$ cat src/rtl/floor_request_scheduler.sv
// Elevator call front end: debounces floor buttons into a pending bitmap and
// selects the next target floor with a SCAN (keep-direction) policy.
module floor_request_scheduler #(
  parameter int NUM_FLOORS = 4,
  parameter int FLOOR_W    = 2,
  parameter int DEB_CYCLES = 3
) (
  input  logic                  clk,
  input  logic                  reset,
  input  logic [NUM_FLOORS-1:0] req_btn,
  input  logic                  cancel_all,
  input  logic [FLOOR_W-1:0]    current_floor,
  input  logic                  door_open,
  output logic [FLOOR_W-1:0]    target_floor,
  output logic                  target_valid,
  output logic                  dir_up,
  output logic [NUM_FLOORS-1:0] pending
);

  localparam int CNT_W = $clog2(DEB_CYCLES + 1);
  localparam logic [CNT_W-1:0] DEB_MAX = CNT_W'(DEB_CYCLES);

  typedef enum logic [1:0] {IDLE, UP, DOWN} state_t;

  state_t                state, state_n;
  logic [CNT_W-1:0]      deb_cnt [NUM_FLOORS];
  logic [NUM_FLOORS-1:0] accept;
  logic [NUM_FLOORS-1:0] pending_n;
  logic [FLOOR_W-1:0]    target_n;
  logic                  dir_n;

  logic up_found, dn_found, below_found, above_found, near_found;
  int   up_idx, dn_idx, below_idx, above_idx, near_idx, near_dist, cur;

  // Saturating counter: acceptance fires only on the step into DEB_MAX, so a
  // held button is taken once and must drop to zero before it can fire again.
  always_ff @(posedge clk) begin
    for (int i = 0; i < NUM_FLOORS; i++) begin
      if (reset || !req_btn[i]) deb_cnt[i] <= '0;
      else if (deb_cnt[i] != DEB_MAX) deb_cnt[i] <= deb_cnt[i] + CNT_W'(1);
    end
  end

  always_comb begin
    accept    = '0;
    pending_n = pending;
    for (int i = 0; i < NUM_FLOORS; i++) begin
      accept[i] = req_btn[i] && (deb_cnt[i] == DEB_MAX - CNT_W'(1));
    end
    pending_n = pending | accept;
    // Retiring the served floor wins over a press for that floor.
    if (door_open) begin
      for (int i = 0; i < NUM_FLOORS; i++) begin
        if (current_floor == FLOOR_W'(i)) pending_n[i] = 1'b0;
      end
    end
  end

  always_comb begin
    cur         = int'(current_floor);
    up_found    = 1'b0;
    dn_found    = 1'b0;
    below_found = 1'b0;
    above_found = 1'b0;
    near_found  = 1'b0;
    up_idx      = 0;
    dn_idx      = 0;
    below_idx   = 0;
    above_idx   = 0;
    near_idx    = 0;
    near_dist   = 0;
    for (int i = 0; i < NUM_FLOORS; i++) begin
      if (pending[i] && i <= cur) begin dn_found = 1'b1; dn_idx = i; end
      if (pending[i] && i < cur) begin below_found = 1'b1; below_idx = i; end
      // Ascending scan with <= lets the higher floor win a distance tie.
      if (pending[i] && (!near_found ||
          ((i > cur) ? i - cur : cur - i) <= near_dist)) begin
        near_found = 1'b1;
        near_idx   = i;
        near_dist  = (i > cur) ? i - cur : cur - i;
      end
    end
    for (int i = NUM_FLOORS - 1; i >= 0; i--) begin
      if (pending[i] && i >= cur) begin up_found = 1'b1; up_idx = i; end
      if (pending[i] && i > cur) begin above_found = 1'b1; above_idx = i; end
    end
  end

  always_comb begin
    state_n  = state;
    target_n = target_floor;
    dir_n    = dir_up;
    case (state)
      IDLE: begin
        if (pending != '0) begin
          target_n = FLOOR_W'(near_idx);
          if (near_idx > cur)      state_n = UP;
          else if (near_idx < cur) state_n = DOWN;
        end
      end
      UP: begin
        if (pending == '0) state_n = IDLE;
        else if (up_found) target_n = FLOOR_W'(up_idx);
        else if (below_found) begin
          state_n  = DOWN;
          target_n = FLOOR_W'(below_idx);
        end
      end
      DOWN: begin
        if (pending == '0) state_n = IDLE;
        else if (dn_found) target_n = FLOOR_W'(dn_idx);
        else if (above_found) begin
          state_n  = UP;
          target_n = FLOOR_W'(above_idx);
        end
      end
      default: state_n = IDLE;
    endcase
    if (state_n == UP)        dir_n = 1'b1;
    else if (state_n == DOWN) dir_n = 1'b0;
  end

  always_ff @(posedge clk) begin
    if (reset) begin
      state        <= IDLE;
      pending      <= '0;
      target_floor <= '0;
      target_valid <= 1'b0;
      dir_up       <= 1'b1;
    end else if (cancel_all) begin
      state        <= IDLE;
      pending      <= '0;
      target_valid <= 1'b0;
    end else begin
      pending      <= pending_n;
      target_valid <= (pending != '0);
      // Door interlock: the car is stopped, so only the call bitmap moves.
      if (!door_open) begin
        state        <= state_n;
        target_floor <= target_n;
        dir_up       <= dir_n;
      end
    end
  end

endmodule

$ cat config.mk
export PLATFORM = sky130hd
export DESIGN_NAME = floor_request_scheduler
export DESIGN_NICKNAME = d
export VERILOG_FILES = /design/src/rtl/floor_request_scheduler.sv
export SDC_FILE = /design/constraint.sdc
export NUM_CORES = 1
export LEC_CHECK = 0
export CORE_MARGIN = 3
export CORE_UTILIZATION = 30
export DETAILED_ROUTE_END_ITERATION = 6
export HOLD_SLACK_MARGIN = 0.08
export PLACE_DENSITY_LB_ADDON = 0.08
export REMOVE_ABC_BUFFERS = 1
export SYNTH_ARGS = -nofsm -noshare
export SYNTH_HDL_FRONTEND = slang
export SYNTH_SLANG_ARGS = --single-unit
$ cat constraint.sdc
create_clock -name clk -period 6.9 [get_ports clk]
set_input_delay 1.38 -clock clk [delete_from_list [all_inputs] [get_ports clk]]
set_output_delay 1.38 -clock clk [all_outputs]
set_load 0.02 [all_outputs]
==> flow_summary.yaml <==
global_route:
  grt_pass1_wl_mm: 7.47
  grt_pass1_vias: 1484
  gr-total-overflow: 0
  antenna_found_initial: 0
  grt_use_total_pct: 14.3
  grt_max_degree: 24
clock_network:
  tritoncts: "yes"
  cts_max_path_buffers: 2
  path_clk_slew_ns: 0.07
  cts_sinks: 18
  ctsHtreeMaxLevel: 1
  cts-root-buf: "clkbuf_8"
  clk_latency_ns: 0.25
  numCtsBuffers: 3
  post_cts_buffers: 0
route:
  drt-wirelength-per-cell_um: 15.9
  drc: 0
  routed_wl_mm: 4.49
  drt_iter0_drc: 99
  vias: 1489
  postRouteAntennaNets: 0
  routed_via_density: 5.26
  firstDrtPassIters: 4
floorplan:
  rows: 27
  die_x_um: 82.0
  coreArea_um2: 5540
  initial_core_util_pct: 31.3
  io_pins: 18
  dieArea_um2: 6730
  dieHeight_um: 82.0
worst_hold_path:
  hp-start: "target_floor[1]"
  min_path_cells: 2
  min_path_type: "reg2reg"
  min_to: "target_floor[1]"
critical_path:
  cpMaxStageDelayCell: "clkdlybuf4s50_1"
  reg2reg_depth: 23
  cp.required_ns: 7.04
  path_common_cell: "ha_1"
  worstReg2RegEnd: "dir_up"
  cp_max_fo: 7
  startpoint_type: "primary input"
  r2r-start: "pending[1]"
  path_class: "in2reg"
  r2r_slack_ns: 1.51
  critical_path_arrival_ns: 6.53
  endpoint_kind: "flop"
  max_stage_delay_ns: 0.41
synth:
  synth_xor_area_share_pct: 0
  yosys.area.top_type: "ha_1"
  synth.top_cells.by_area: "ha_1, edfxtp_1, dfxtp_1"
  synthMuxAreaShare_pct: 1.73
  synth_top_family_by_area: "compound AO/OA/AOI/OAI gates"
  async_flop_share_pct: 0
  synth_adder_area_share_pct: 18.0
  synth-seq-cells: 18
  syn_avg_cell_area_um2: 8.80
  synth_simple_gate_area_share_pct: 19.9
  synth_cells: 197
  synth-seq-area-share_pct: 25.4
  ys_types: 51
  synth_flop_cell: "dfxtp_1"
  yosysWarnings: 0
  synth_edf_count: 8
  syn_area_um2: 1730
  synth_top_cell_area_share_pct: 18.0
  synth_compound_area_share_pct: 27.8
timing:
  drv_slew: 0
  max_freq_mhz: 157
  maxSlewHeadroom_pct: 35.9
  hold_viol: 0
  rsz0062_at_grt: "false"
  tns_ns: 0
  setup_viol: 0
  period_needed_ns: 6.38
  tightest_slew_ns: 0.959
  fin_crit_sh_pct: 92.5
  fin_skew_ns: 0.000929
  layout_setup_ws_ns: 0.517
placed_design:
  hpwl_mm: 3.37
  pre_cts_slack_ns: 0.0647
  gp_congestion: 0.804
  numPortBuffers: 17
cells_and_area:
  nets: 247
  area_growth_pct: 15.9
  antennaDiodeCount: 0
  drive_gt1_share_pct: 15.2
power_and_ir_drop:
  p_seq_share_pct: 50.0
  swShare_pct: 26.2
  ir_worst_vdd_v: 0.0000468
  p_clk_share_pct: 32.4
  power.internal_uw: 173
  power.leakage_nw: 0.738
  p_comb_share_pct: 17.7
  p_per_area_nw_per_um2: 117
  switchingPower_uw: 61.4
run:
  cap_violations: 0
run_status:
  outcome: "finished, final reports clean"
==> cells in the final DEF, fill, tap and decap left out, types with 3 or more instances in the layout <==
master            n
o21ai_1           7
nor2_1           16
ha_1             24
a21oi_1          13
buf_4             4
nand3b_1          4
clkdlybuf4s50_1  17
edfxtp_1          8
mux2i_1           3
dfxtp_1          10
nor3_1            8
or3b_2            4
a211oi_2          4
inv_1            11
nand2b_1          4
nand3_1           4
nand2_1          11
a21oi_2           3
a211oi_1          5
o21ai_0           6
nor2b_1           4
clkbuf_8          3
==> synth_stat cells, types with 3 or more instances <==
| library cell | n |
|---|---|
| nand3_1 | 4 |
| o21ai_1 | 7 |
| inv_1 | 11 |
| dfxtp_1 | 10 |
| ha_1 | 25 |
| o21ai_0 | 6 |
| nor3_1 | 8 |
| buf_2 | 4 |
| or3b_2 | 4 |
| nor2_1 | 17 |
| clkbuf_1 | 4 |
| buf_6 | 3 |
| nor2b_1 | 4 |
| a21oi_2 | 3 |
| a211oi_1 | 6 |
| nand3b_1 | 4 |
| a21oi_1 | 13 |
| edfxtp_1 | 8 |
| nand2b_1 | 4 |
| mux2i_1 | 3 |
| nand2_1 | 11 |
| a211oi_2 | 3 |
==> sequential cells by signal, summed over array words and instances (netlist names) <==
register      cells
dir_up            1
deb_cnt           8
state             2
target_floor      2
target_valid      1
pending           4
==> critical path, delay by kind of cell <==
family / cells / cell delay (ns)
buffers and inverters: 2 / 0.59
and+or+nand+nor: 11 / 1.48
adders and majority gates: 5 / 1.41
AOI/OAI and AO/OA: 6 / 1.19
muxes: 2 / 0.46
==> metal layers <==
layer,wire (um),global-route usage [%],up-vias
met5,0,0,-
met4,63,4.15,0
met3,98,1.21,4
met2,2050,23.1,17
met1,2280,20.1,714
li1,-,-,754
==> how the worst max path moves through the flow <==
stage | start | slack [ns] | cells past startpoint | end
global route | current_floor[0] | 0.03 | 26 | dir_up
global placement | current_floor[0] | 0.31 | 26 | dir_up
floorplan | current_floor[0] | 1.00 | 25 | dir_up
finish | current_floor[0] | 0.52 | 26 | dir_up
CTS | current_floor[0] | 0.32 | 26 | dir_up
detailed placement | current_floor[0] | 0.06 | 26 | dir_up
==> final cells by class <==
class                   instances  area [um^2]
clock buffers                   4         45.0
fillers                       574         3530
inverters                      14         55.1
multi-input cells             154         1180
flip-flops and latches         18          440
well taps                      72         90.1
repair buffers                 21          200
==> through the flow <==
| stage | instances | hold slack, ns | cell area (um^2) | utilization (%) | power, mW |
|---|---|---|---|---|---|
| finish | 283 | 0.494 | 2010 | 36.3 | 0.235 |
| global route | 283 | 0.516 | 2010 | 36.3 | 0.247 |
| CTS | 283 | 0.500 | 2000 | 36.1 | 0.238 |
| detailed placement | 279 | 0.477 | 1960 | 35.3 | 0.161 |
| floorplan | 186 | 0.493 | 1670 | - | 0.142 |
| global placement | 279 | 0.469 | 1960 | 35.3 | 0.159 |
==> power by group through the flow <==
stage | logic [mW] | clock network [mW] | registers, mW
after detailed placement | 0.0409 | 0 | 0.120
after floorplan | 0.0224 | 0 | 0.119
after global placement | 0.0396 | 0 | 0.119
after CTS | 0.0412 | 0.0800 | 0.117
after global routing | 0.0466 | 0.0828 | 0.118
final | 0.0415 | 0.0761 | 0.117
==> timing repair <==
item	CTS	global route
resized for setup	0	3
setup endpoints to repair	0	1
hold buffers	0	0
==> cells by family after synthesis <==
group / Yosys count
flip-flops: 18
adder cells (fa/ha/maj): 25
buffers and inverters: 25
AO/OA/AOI/OAI: 63
AND/OR/NAND/NOR: 63
multiplexers: 3
Note: power is estimated with default switching activity, not from simulation.
